--- config.mk ---
export PLATFORM = sky130hd
export DESIGN_NAME = beta_prefetch_buffer
export DESIGN_NICKNAME = d
export VERILOG_FILES = /design/src/rtl/beta_if_stage_pkg.sv /design/src/rtl/beta_pb_fifo.sv /design/src/rtl/beta_prefetch_buffer.sv
export SDC_FILE = /design/constraint.sdc
export NUM_CORES = 1
export LEC_CHECK = 0
export ABC_AREA = 0
export CORE_MARGIN = 10
export CORE_UTILIZATION = 48
export DETAILED_ROUTE_END_ITERATION = 12
export MAX_ROUTING_LAYER = met4
export PLACE_DENSITY = 0.74
export SYNTH_ARGS = -nofsm -noshare
export SYNTH_HDL_FRONTEND = slang
export SYNTH_SLANG_ARGS = --single-unit
--- constraint.sdc ---
create_clock -name clk_i -period 3.1 [get_ports clk_i]
set_clock_uncertainty 0.05 [all_clocks]
set_input_delay 0.465 -clock clk_i [delete_from_list [all_inputs] [get_ports clk_i]]
set_output_delay 0.465 -clock clk_i [all_outputs]
set_load 0.02 [all_outputs]
--- src/rtl/beta_if_stage_pkg.sv ---
// Shared types for the IF-stage front end (prefetch buffer and fetch unit).
//   pb_state_t / PB_STATE_W : prefetch buffer FSM encoding and its width
//   pb_entry_t              : one buffered {pc, instr} pair
//   RV_NOP                  : canonical RISC-V NOP (addi x0, x0, 0)
package beta_if_stage_pkg;

    localparam int unsigned PB_STATE_W = 2;
    localparam int unsigned PB_ADDR_W  = 32;
    localparam int unsigned PB_DATA_W  = 32;

    typedef enum logic [PB_STATE_W-1:0] {
        PB_IDLE    = 2'd0,
        PB_WAIT    = 2'd1,
        PB_DISCARD = 2'd2
    } pb_state_t;

    typedef struct packed {
        logic [PB_ADDR_W-1:0] pc;
        logic [PB_DATA_W-1:0] instr;
    } pb_entry_t;

    localparam logic [31:0] RV_NOP = 32'h0000_0013;

endpackage

--- src/rtl/beta_pb_fifo.sv ---
// Generic synchronous FIFO used by the prefetch buffer.
// Ports:
//   clk_i, rst_i   : clock, synchronous active-high reset
//   clear_i        : drop all entries (wins over push/pop)
//   push_i/wdata_i : write one entry (ignored when full)
//   pop_i          : advance the head (ignored when empty)
//   rdata_o        : head entry
//   count_o        : occupancy, full_o / empty_o flags
module beta_pb_fifo #(
    parameter int unsigned Width = 64,
    parameter int unsigned Depth = 4
) (
    input  logic                       clk_i,
    input  logic                       rst_i,
    input  logic                       clear_i,
    input  logic                       push_i,
    input  logic [Width-1:0]           wdata_i,
    input  logic                       pop_i,
    output logic [Width-1:0]           rdata_o,
    output logic [$clog2(Depth+1)-1:0] count_o,
    output logic                       full_o,
    output logic                       empty_o
);

    localparam int unsigned PtrW = (Depth > 1) ? $clog2(Depth) : 1;
    localparam int unsigned CntW = $clog2(Depth + 1);

    logic [Width-1:0] mem_q [Depth];
    logic [PtrW-1:0]  wptr_q, wptr_d;
    logic [PtrW-1:0]  rptr_q, rptr_d;
    logic [CntW-1:0]  count_q, count_d;
    logic             push_ok;
    logic             pop_ok;

    assign full_o  = (count_q == CntW'(Depth));
    assign empty_o = (count_q == '0);
    assign push_ok = push_i && !full_o && !clear_i;
    assign pop_ok  = pop_i && !empty_o && !clear_i;

    // Pointer/count update; Depth is a power of two so pointers wrap naturally.
    always_comb begin
        wptr_d  = wptr_q;
        rptr_d  = rptr_q;
        count_d = count_q;
        if (clear_i) begin
            wptr_d  = '0;
            rptr_d  = '0;
            count_d = '0;
        end else begin
            if (push_ok) wptr_d = wptr_q + PtrW'(1);
            if (pop_ok)  rptr_d = rptr_q + PtrW'(1);
            count_d = count_q + CntW'(push_ok) - CntW'(pop_ok);
        end
    end

    always_ff @(posedge clk_i) begin
        if (rst_i) begin
            wptr_q  <= '0;
            rptr_q  <= '0;
            count_q <= '0;
        end else begin
            wptr_q  <= wptr_d;
            rptr_q  <= rptr_d;
            count_q <= count_d;
        end
    end

    // Storage needs no reset; the head is only consumed when count is non-zero.
    always_ff @(posedge clk_i) begin
        if (push_ok) mem_q[wptr_q] <= wdata_i;
    end

    assign rdata_o = mem_q[rptr_q];
    assign count_o = count_q;

endmodule

--- src/rtl/beta_prefetch_buffer.sv ---
// Instruction prefetch buffer between the fetch unit and the IF stage.
// Owns the fetch PC, keeps at most one fetch outstanding, buffers returned
// {pc, instr} pairs in a FIFO and hands them out with valid/ready. A redirect
// flushes the FIFO and marks any in-flight response for discard.
// Optional build macro BETA_PB_BYPASS_EN: a response arriving into an empty
// FIFO is presented to the IF stage in the same cycle.
// Ports:
//   clk_i, rst_i                          : clock, synchronous active-high reset
//   pb_fetch_en_o, pb_fetch_addr_o        : fetch request to the fetch unit
//   pb_fu_new_instr_i, pb_fu_instr_i      : fetch unit response
//   pb_fu_ctrl_hazard_o                   : tells the fetch unit to NOP the response
//   pb_flush_i, pb_flush_addr_i           : redirect
//   pb_instr_valid_o/_o, pb_pc_o, _ready_i: IF stage handshake
//   pb_count_o, pb_empty_o, pb_full_o     : occupancy
module beta_prefetch_buffer
    import beta_if_stage_pkg::*;
#(
    parameter int unsigned          DataWidth = 32,
    parameter int unsigned          AddrWidth = 32,
    parameter int unsigned          Depth     = 4,
    parameter logic [AddrWidth-1:0] BootAddr  = AddrWidth'(32'h0000_0000)
) (
    input  logic                       clk_i,
    input  logic                       rst_i,
    output logic                       pb_fetch_en_o,
    output logic [AddrWidth-1:0]       pb_fetch_addr_o,
    input  logic                       pb_fu_new_instr_i,
    input  logic [DataWidth-1:0]       pb_fu_instr_i,
    output logic                       pb_fu_ctrl_hazard_o,
    input  logic                       pb_flush_i,
    input  logic [AddrWidth-1:0]       pb_flush_addr_i,
    output logic                       pb_instr_valid_o,
    output logic [DataWidth-1:0]       pb_instr_o,
    output logic [AddrWidth-1:0]       pb_pc_o,
    input  logic                       pb_instr_ready_i,
    output logic [$clog2(Depth+1)-1:0] pb_count_o,
    output logic                       pb_empty_o,
    output logic                       pb_full_o
);

    localparam int unsigned CntW   = $clog2(Depth + 1);
    localparam int unsigned EntryW = AddrWidth + DataWidth;
    localparam int unsigned PcStep = DataWidth / 8;

    pb_state_t            state_q, state_d;
    logic [AddrWidth-1:0] fetch_pc_q, fetch_pc_d;
    logic [AddrWidth-1:0] req_pc_q, req_pc_d;

    logic                 fifo_push;
    logic                 fifo_pop;
    logic [EntryW-1:0]    fifo_wdata;
    logic [EntryW-1:0]    fifo_rdata;
    logic [CntW-1:0]      fifo_count;
    logic                 fifo_full;
    logic                 fifo_empty;

    logic                 fetch_en_c;
    logic                 resp_keep_c;
    logic                 head_valid_c;
    logic                 bypass_c;

    // Issue only when idle, room is guaranteed and no redirect is in progress.
    assign fetch_en_c   = (state_q == PB_IDLE) && (fifo_count < CntW'(Depth))
                          && !pb_flush_i && !rst_i;
    assign resp_keep_c  = (state_q == PB_WAIT) && pb_fu_new_instr_i && !pb_flush_i;
    assign head_valid_c = !fifo_empty && !pb_flush_i;

`ifdef BETA_PB_BYPASS_EN
    assign bypass_c = fifo_empty && resp_keep_c;
`else
    assign bypass_c = 1'b0;
`endif

    // Next-state, fetch PC and request PC; flush overrides everything.
    always_comb begin
        state_d    = state_q;
        fetch_pc_d = fetch_pc_q;
        req_pc_d   = req_pc_q;
        if (pb_flush_i) begin
            fetch_pc_d = pb_flush_addr_i;
            if (state_q != PB_IDLE) begin
                state_d = pb_fu_new_instr_i ? PB_IDLE : PB_DISCARD;
            end
        end else begin
            case (state_q)
                PB_IDLE: begin
                    if (fetch_en_c) begin
                        req_pc_d   = fetch_pc_q;
                        fetch_pc_d = fetch_pc_q + AddrWidth'(PcStep);
                        state_d    = PB_WAIT;
                    end
                end
                PB_WAIT: begin
                    if (pb_fu_new_instr_i) state_d = PB_IDLE;
                end
                PB_DISCARD: begin
                    if (pb_fu_new_instr_i) state_d = PB_IDLE;
                end
                default: state_d = PB_IDLE;
            endcase
        end
    end

    always_ff @(posedge clk_i) begin
        if (rst_i) begin
            state_q    <= PB_IDLE;
            fetch_pc_q <= BootAddr;
            req_pc_q   <= '0;
        end else begin
            state_q    <= state_d;
            fetch_pc_q <= fetch_pc_d;
            req_pc_q   <= req_pc_d;
        end
    end

    // A bypassed response that is accepted immediately never enters the FIFO.
    assign fifo_push  = resp_keep_c && !(bypass_c && pb_instr_ready_i);
    assign fifo_pop   = head_valid_c && pb_instr_ready_i;
    assign fifo_wdata = {req_pc_q, pb_fu_instr_i};

    beta_pb_fifo #(
        .Width (EntryW),
        .Depth (Depth)
    ) u_fifo (
        .clk_i   (clk_i),
        .rst_i   (rst_i),
        .clear_i (pb_flush_i),
        .push_i  (fifo_push),
        .wdata_i (fifo_wdata),
        .pop_i   (fifo_pop),
        .rdata_o (fifo_rdata),
        .count_o (fifo_count),
        .full_o  (fifo_full),
        .empty_o (fifo_empty)
    );

    assign pb_fetch_en_o       = fetch_en_c;
    assign pb_fetch_addr_o     = (state_q != PB_IDLE) ? req_pc_q : fetch_pc_q;
    assign pb_fu_ctrl_hazard_o = (state_q == PB_DISCARD) || pb_flush_i;

    // Head payload is forced to zero when nothing is presented.
    assign pb_instr_valid_o = head_valid_c || bypass_c;
    assign pb_instr_o = bypass_c     ? pb_fu_instr_i :
                        head_valid_c ? fifo_rdata[DataWidth-1:0] : '0;
    assign pb_pc_o    = bypass_c     ? req_pc_q :
                        head_valid_c ? fifo_rdata[EntryW-1:DataWidth] : '0;

    assign pb_count_o = fifo_count;
    assign pb_empty_o = fifo_empty;
    assign pb_full_o  = fifo_full;

endmodule

==> results summary, run 1 <==
The worst register-to-register path ends at fetch_pc_q[27]. The fraction of the mapped netlist area in compound gates came out at 4.74%. The detail route stage leaves a number of antenna-violating nets equal to 0.

CTS built an H-tree with a depth of 2. The share of synthesized cell area in full adder, half adder and majority cells came out at 1.06%. The endpoint required time on the critical path came out at 2.58 ns.

The data arrival time at the worst-slack endpoint came out at 2.50 ns. The tightest slew margin relative to the limit is 49.5%. The pin count of the biggest net entering global routing is 74. The run finished with clean final reports. The power after layout came out at 0.00979 W.

The first-pass iteration count of the detailed router came out at 4. For this design the total switching power over the nets is 0.00201 W. The peak ir drop on the vdd network came out at 408 uV.

Of all nets on the critical path, the largest fanout is 15. The instance area at placement came out at 16000 sq um. The worst setup path is launched from a register.

The critical path is of the reg -> out type. Broken down by cell family, the worst path's largest delay share belongs to buffers and inverters. Yosys mapped a number of flops with a built-in enable equal to 256.

The proportion of synthesized area in mux cells came out at 13.4%. The clock reaches the later pin of the worst-skew pair after 0.50 ns. By area, the combinational part of the netlist is dominated by multiplexers. The final weighted congestion in routability-driven placement is 0.861.

The utilization of the core after routing came out at 61.8%. The number of hold buffers added after CTS was 0. After detailed routing, the average wire length per cell comes to 21.1 microns. The startpoint of the worst-slack reg-to-reg timing path is state_q[1].

The number of buffers on the longest clock path is 3. The switching part of the total came out at 20.6%. The TritonCTS clock tree is built. The fraction of power consumed by sequential logic came out at 50.2%.

The analysis attributes to cell leakage a power of 5.69 nW. The floorplan row count is 61. The number of maximum-capacitance violations is 0. The library cell contributing the largest single delay on the critical path is sky130_fd_sc_hd__clkdlybuf4s50_1. The clock network accounts for 43.3% of the total power. The final critical path takes up 97.2% of the cycle. The final count of hold timing violations is 0. The worst hold path belongs to the class reg -> reg. The post-synthesis simple-gate area fraction came out at 10.6%.

Walking the worst path, the cells encountered are clkbuf_16, mux4_2, and2_1, clkdlybuf4s50_1. The unique cell type count in the Yosys netlist is 62. The max-slew violation count came to 0. The net count reported at finish came out at 1167. Of the total synthesized cell area, the portion taken by XOR and XNOR cells is 0.512%. The synthesized area divided by synthesized cell count came out at 15.2 sq um. The element type at the critical path end is an output port. The area growth from synthesis to layout is 26.2%. Of the cells placed in the final design, the portion with a size suffix greater than 1 is 18.8%. The sequential-to-total area share from yosys stat is 67.2%. The hold path startpoint is fetch_pc_q[0]. The die span in x came out at 189 microns. For this design the top-level I/O count stands at 173. The global-route wire length before repair is 48.8 mm. The final worst-path setup slack came out at 0.0855 ns. Counting instances, the worst hold path has a depth of 2. The highest attainable clock frequency came out at 0.332 GHz. For this run, the total global-route usage over all layers was measured as 17.7%. The cell area after synthesis came out at 13700 sq um. The TritonCTS sink count came out at 331. The count of final setup violators is 0. The floorplan die area came out at 35700 sq um. The measured slew at the worst slew-check pin came out at 0.758 ns. The power per unit of standard cell area is 567 nW/um^2. The floorplan core area is 27900 sq um. The reg2reg setup slack is 0.40 ns. The number of global-route vias before repair is 8482.

Clock-pin slew was measured on the worst setup and hold paths at 0.06 ns. The root buffer cell is sky130_fd_sc_hd__clkbuf_16. The pre-CTS worst setup slack came out at 0.0734 ns.

The number of vias in the routed layout is 8290. The net count after synthesis is 981. The smallest hold slack came out at 0.420 ns. The repair_antennas step left the layout with diodes totalling 0. The part of the total power dissipated in combinational logic is 6.5%. Of all flip-flops after synthesis, the portion carrying an async set or reset was 0%. The count of state elements after synthesis came out at 331. The path with the worst hold slack has its endpoint at req_pc_q[0]. The number of clock buffers added by TritonCTS is 34. In the routed layout, each cell is associated on average with a via count of 5.56. The detailed placement HPWL is 20.6 mm. The combined buffer and inverter count along the critical path came out at 2. The count of cells along the worst register-to-register path is 7.

The initial antenna violation count was 1. The clock period minus worst slack came out at 3.01 ns. The die span in y is 189 microns. The summed area of non-filler cells in the final layout came out at 17300 sq um.

The warning count from the yosys run came out at 0. For this run, design rule violations remaining after detail routing come to 0. The overall routed net length came out at 31.4 mm. The global route total overflow is 0. Among all flip-flop cells after synthesis, the most frequent one is sky130_fd_sc_hd__edfxtp_1. The number of DRC markers after the initial detailed-route iteration came out at 608. The initial utilization of the core area, before any placement, comes to 49.0%. The cell-internal power is 0.00777 W. The number of instances in the synthesized netlist came out at 901. The number of port buffers is 172. The peak per-stage delay on the critical path is 0.53 ns.
==> flip-flops by register name, summed over array words and instances (netlist names), named ones only <==
name / count
u_fifo.mem_q: 256
req_pc_q: 32
state_q: 2
u_fifo.wptr_q: 2
fetch_pc_q: 32
u_fifo.rptr_q: 2
u_fifo.count_o: 3
==> synth_stat cells, types with 4 or more instances <==
master	number	area, sq um
sky130_fd_sc_hd__a21oi_1	51	255
sky130_fd_sc_hd__a311oi_1	4	35.0
sky130_fd_sc_hd__a31oi_1	10	62.6
sky130_fd_sc_hd__and2_1	71	444
sky130_fd_sc_hd__and4_1	4	35.0
sky130_fd_sc_hd__buf_1	7	26.3
sky130_fd_sc_hd__buf_2	9	45.0
sky130_fd_sc_hd__buf_4	6	45.0
sky130_fd_sc_hd__clkbuf_1	33	124
sky130_fd_sc_hd__dfxtp_1	75	1500
sky130_fd_sc_hd__edfxtp_1	256	7690
sky130_fd_sc_hd__ha_1	10	125
sky130_fd_sc_hd__inv_1	21	78.8
sky130_fd_sc_hd__mux2_2	32	360
sky130_fd_sc_hd__mux4_2	64	1440
sky130_fd_sc_hd__nand2_1	88	330
sky130_fd_sc_hd__nand3_1	13	65.1
sky130_fd_sc_hd__nand4_1	9	56.3
sky130_fd_sc_hd__nor2_1	23	86.3
sky130_fd_sc_hd__nor3_1	10	50.1
sky130_fd_sc_hd__nor4_1	9	56.3
sky130_fd_sc_hd__o21ai_0	6	30.0
sky130_fd_sc_hd__o311ai_0	8	70.1
sky130_fd_sc_hd__or3_1	12	75.1
sky130_fd_sc_hd__or4_1	8	60.1
sky130_fd_sc_hd__xnor2_1	8	70.1
==> area by class of cell <==
class,instances,area (sq um)
tap,378,473
inverter,22,82.6
timing repair buffer,207,2150
fill,2100,10700
clock buffer,50,1020
clock inverter,12,170
multi-input combinational,491,4170
sequential,331,9200
==> worst register-to-register path: cells and delay by family (launching register included) <==
family / cells / cell delay, ns
AO/OA/AOI/OAI: 1 / 0.18
buffers and inverters: 2 / 0.39
AND/OR/NAND/NOR: 3 / 1.47
flip-flops: 1 / 0.33
adder cells (fa/ha/maj): 1 / 0.20
==> routing by layer <==
metal | up-vias | wire length, microns | track usage, %
met5 | - | 0 | -
li1 | 3840 | - | -
met3 | 49 | 1810 | 3.47
met4 | 0 | 660 | 4.76
met2 | 271 | 14800 | 27.1
met1 | 4130 | 14200 | 23.9
==> cell families after synthesis <==
kind of cell	Yosys count
compound gates	103
xor+xnor	8
flops	331
simple gates	270
fa+ha+maj	11
mux	99
buf+inv	79
==> layout by cell type, fill, tap and decap left out, drive strengths merged, types with 3 or more instances in the layout <==
cell type	n
clkdlybuf4s50	159
nand4	11
a311oi	4
ha	10
and3	4
or2	3
inv	22
buf	38
clkbuf	52
bufinv	4
nor3	10
and2	72
nand3	14
o211ai	3
nor4	9
or3	13
o311ai	8
nand2	88
nor2	23
mux2	32
edfxtp	256
a21oi	51
or4	8
o31ai	3
o21ai	6
dfxtp	75
xnor2	8
clkinv	8
or4b	3
mux4	64
mux2i	3
a31oi	10
dlygate4sd2	8
and4	4
==> worst max-delay path by stage <==
stage                            startpoint                  to  slack [ns]  cells past startpoint
after detailed placement         pb_flush_i      fetch_pc_q[27]        0.07                      6
after floorplan           u_fifo.count_o[1]  u_fifo.mem_q[0][0]        0.48                      3
after global placement           pb_flush_i      fetch_pc_q[21]         0.1                      6
after global routing               register         pb_pc_o[11]      -0.004                      4
after CTS                          register          pb_pc_o[0]      0.0003                      4
final                              register      pb_instr_o[15]        0.09                      4
==> power groups by stage <==
stage	logic [W]	registers, W	clock network [W]
after global routing	0.000686	0.00492	0.00451
after floorplan	0.000347	0.00497	0
after global placement	0.000632	0.00500	0
after CTS	0.000643	0.00491	0.00432
final	0.000638	0.00491	0.00424
after detailed placement	0.000639	0.00500	0
==> timing repair <==
item / 4_1_cts / 5_1_grt
buffers inserted: 0 / 5
gates cloned: 0 / 2
endpoints found under the setup margin: 12 / 33
resized for setup: 9 / 2
==> stage by stage <==
| stage | TNS, ns | std cells |
|---|---|---|
| floorplan | 0 | 901 |
| global placement | 0 | 1422 |
| detailed placement | 0 | 1422 |
| CTS | 0 | 1484 |
| global route | -0.00680 | 1491 |
| finish | 0 | 1491 |
Power figures use the tool's default switching activity.
==> inputs of run 2 (changes only) <==
--- a/config.mk
+++ b/config.mk
@@ -11,6 +11,7 @@
 export DETAILED_ROUTE_END_ITERATION = 12
 export MAX_ROUTING_LAYER = met4
 export PLACE_DENSITY = 0.74
+export REMOVE_ABC_BUFFERS = 1
 export SYNTH_ARGS = -nofsm -noshare
 export SYNTH_HDL_FRONTEND = slang
 export SYNTH_SLANG_ARGS = --single-unit
==> results summary, run 2 (synthesized netlist as in run 1, its figures left out) <==
The flow ran to the end, and the final reports show no timing, DRC or antenna violations. The overall routed net length came out at 31.4 mm. Buffers inserted during clock tree synthesis total 35. Global routing finished with a remaining overflow of 0. The region available for standard cell placement spans 27900 sq um. The power after layout came out at 0.00938 W. The floorplan step defined a die boundary enclosing 35700 sq um. The number of vias in the routed layout is 8367. The initial antenna violation count is 0.

The final weighted congestion in routability-driven placement came out at 0.837. The number of global-route vias before repair is 8615. The global-route wire length before repair came out at 49.4 mm. The worst path in the final design needs a cycle of 3.00 ns, including I/O delays and setup. Global routing used 17.9% of the available tracks across all layers. After detailed routing, the number of vias per cell comes to 5.62.

The number of DRC markers after the initial detailed-route iteration is 877. The starting utilization of the core area is 49.0%. The floorplan step set the die width to 189 microns. The first-pass iteration count of the detailed router is 5.

The path class of the tightest hold or removal check is reg -> reg. The sequential cell area is 9200 sq um. The die span in y came out at 189 microns. The top cell types in the final layout, fill and taps aside, are sky130_fd_sc_hd__edfxtp_1, sky130_fd_sc_hd__clkdlybuf4s50_1, sky130_fd_sc_hd__nand2_1. Summing all multi-input logic gate instances after layout gives 4170 sq um. The number of antenna diodes is 0. The met1 usage in global routing came out at 23.7%.

Counting every sink on the clock net gives 331. The number of maximum-capacitance violations is 0. The wire length per cell is 21.1 microns. The share of post-route cells with drive strength above 1 came out at 17.9%. Hold is met by 0.430 ns. The detailed placement HPWL is 20.8 mm. For this run, global-route usage on met3 was measured as 2.88%. The power per unit of standard cell area came out at 549 nW/um^2. The met2 usage in global routing came out at 28.2%. The number of buffers on the longest clock path is 3. The endpoint required time on the critical path came out at 2.58 ns.

STA classifies the critical path startpoint as a register. The leakage power figure is 5.57 nW. The worst setup path is captured at an output port. The insertion delay of the later-clocked pin in the worst-skew pair came out at 0.50 ns. The number of H-tree levels came out at 2. The most heavily used metal layer in global routing is met2. In this run the tightest slew margin relative to its limit is 46.5%. The top fanout value on the critical path came out at 17. The number of port buffers came out at 172. The register bank with the most flops is u_fifo.mem_q. Entering global routing, the biggest net connects 74 pins. Setup violations remaining at the end of the flow were counted as 0. Based on the critical path, the design can be clocked at up to 0.334 GHz.

The CTS clock-pin slew for the worst setup and hold paths came out at 0.06 ns. The number of nets with antenna violations after routing came out at 0. Counting the fill cells in the layout gives 2102. In this run the count of I/O pins placed on the die edge is 173.

The max-slew violation count came out at 0. The net count reported at finish is 1167. CTS placed an instance of sky130_fd_sc_hd__clkbuf_16 at the clock tree root. The TritonCTS clock tree is built. The measured slew at the worst slew-check pin is 0.796 ns.

Setup repair after global routing left no endpoint under its margin. Leaving out fill and tap cells, the most frequent cell in the layout is sky130_fd_sc_hd__edfxtp_1. The critical path is of the reg -> out type. The worst-case IR drop observed on VDD is 426 uV. The share of the clock period used by the worst path came out at 96.7%.

The largest registers in the layout are u_fifo.mem_q (256), fetch_pc_q (32), req_pc_q (32). From synthesis to final layout, the design area changed by 25.0%. The number of flip-flops under the largest register name came out at 256. The floorplan row count is 61.

The number of DRC violations after detailed routing is 0. The final count of hold timing violations is 0. The data arrival time at the worst-slack endpoint is 2.48 ns.
==> run 2: cell type report <==
type	instances	area share (%)
Timing Repair Buffer	206	12.4
Tap cell	378	2.77
Sequential cell	331	53.8
Multi-Input combinational cell	491	24.4
Clock inverter	16	0.527
Inverter	22	0.483
Clock buffer	45	5.65
==> run 2: metal layers <==
layer	wire [microns]	up-vias	share of wire [%]
li1	-	3834	-
met3	2000	47	6.4
met2	15200	304	48
met1	13500	4182	43
met4	711	0	2.3
met5	0	-	0
==> run 2: worst paths after layout <==
path / end / cells past startpoint / from / slack, ns
setup / recovery: pb_pc_o[26] / 4 / register / 0.10
hold / removal: req_pc_q[1] / 2 / fetch_pc_q[1] / 0.43
setup reg to reg: fetch_pc_q[27] / 7 / state_q[1] / 0.61
hold reg to reg: req_pc_q[1] / 2 / fetch_pc_q[1] / 0.43
==> run 2: metrics by stage <==
step / utilization (%) / std cells / setup TNS (ns) / area [sq um] / setup slack [ns]
floorplan: - / 844 / -123.85 / 13400 / -1.02
global placement: 57.3 / 1426 / 0 / 16000 / 0.221
detailed placement: 57.3 / 1426 / 0 / 16000 / 0.200
CTS: 61.2 / 1489 / 0 / 17100 / 0.0360
global route: 61.2 / 1489 / 0 / 17100 / 0.0127
finish: 61.2 / 1489 / 0 / 17100 / 0.102
==> run 2: worst max-delay path: stages, from the launching register on <==
cell and delay, ns:
sky130_fd_sc_hd__dfxtp_4 0.46, sky130_fd_sc_hd__buf_12 0.21, sky130_fd_sc_hd__mux4_2 0.54, sky130_fd_sc_hd__and2_1 0.19
sky130_fd_sc_hd__clkdlybuf4s50_1 0.55
==> run 2: what timing repair did <==
item | in CTS | in global routing
endpoints found under the setup margin | 3 | 33
pin swaps | 0 | 0
hold buffers | 0 | 0
setup buffers | 2 | 0
resized for setup | 0 | 4
==> run 2: report_power, final <==
group	leakage, nW	total (W)	switching (W)	internal [W]
clock network	0.504	0.00383	0.00162	0.00220
logic	2.08	0.000648	0.000336	0.000312
registers	2.98	0.00491	0.0000760	0.00483
==> inputs of run 3 (changes only) <==
--- a/config.mk
+++ b/config.mk
@@ -9,6 +9,7 @@
 export CORE_MARGIN = 10
 export CORE_UTILIZATION = 48
 export DETAILED_ROUTE_END_ITERATION = 12
+export GPL_ROUTABILITY_DRIVEN = 0
 export MAX_ROUTING_LAYER = met4
 export PLACE_DENSITY = 0.74
 export REMOVE_ABC_BUFFERS = 1
==> results of run 3 <==
The final DEF is identical to that of run 2; final timing and power are the same.
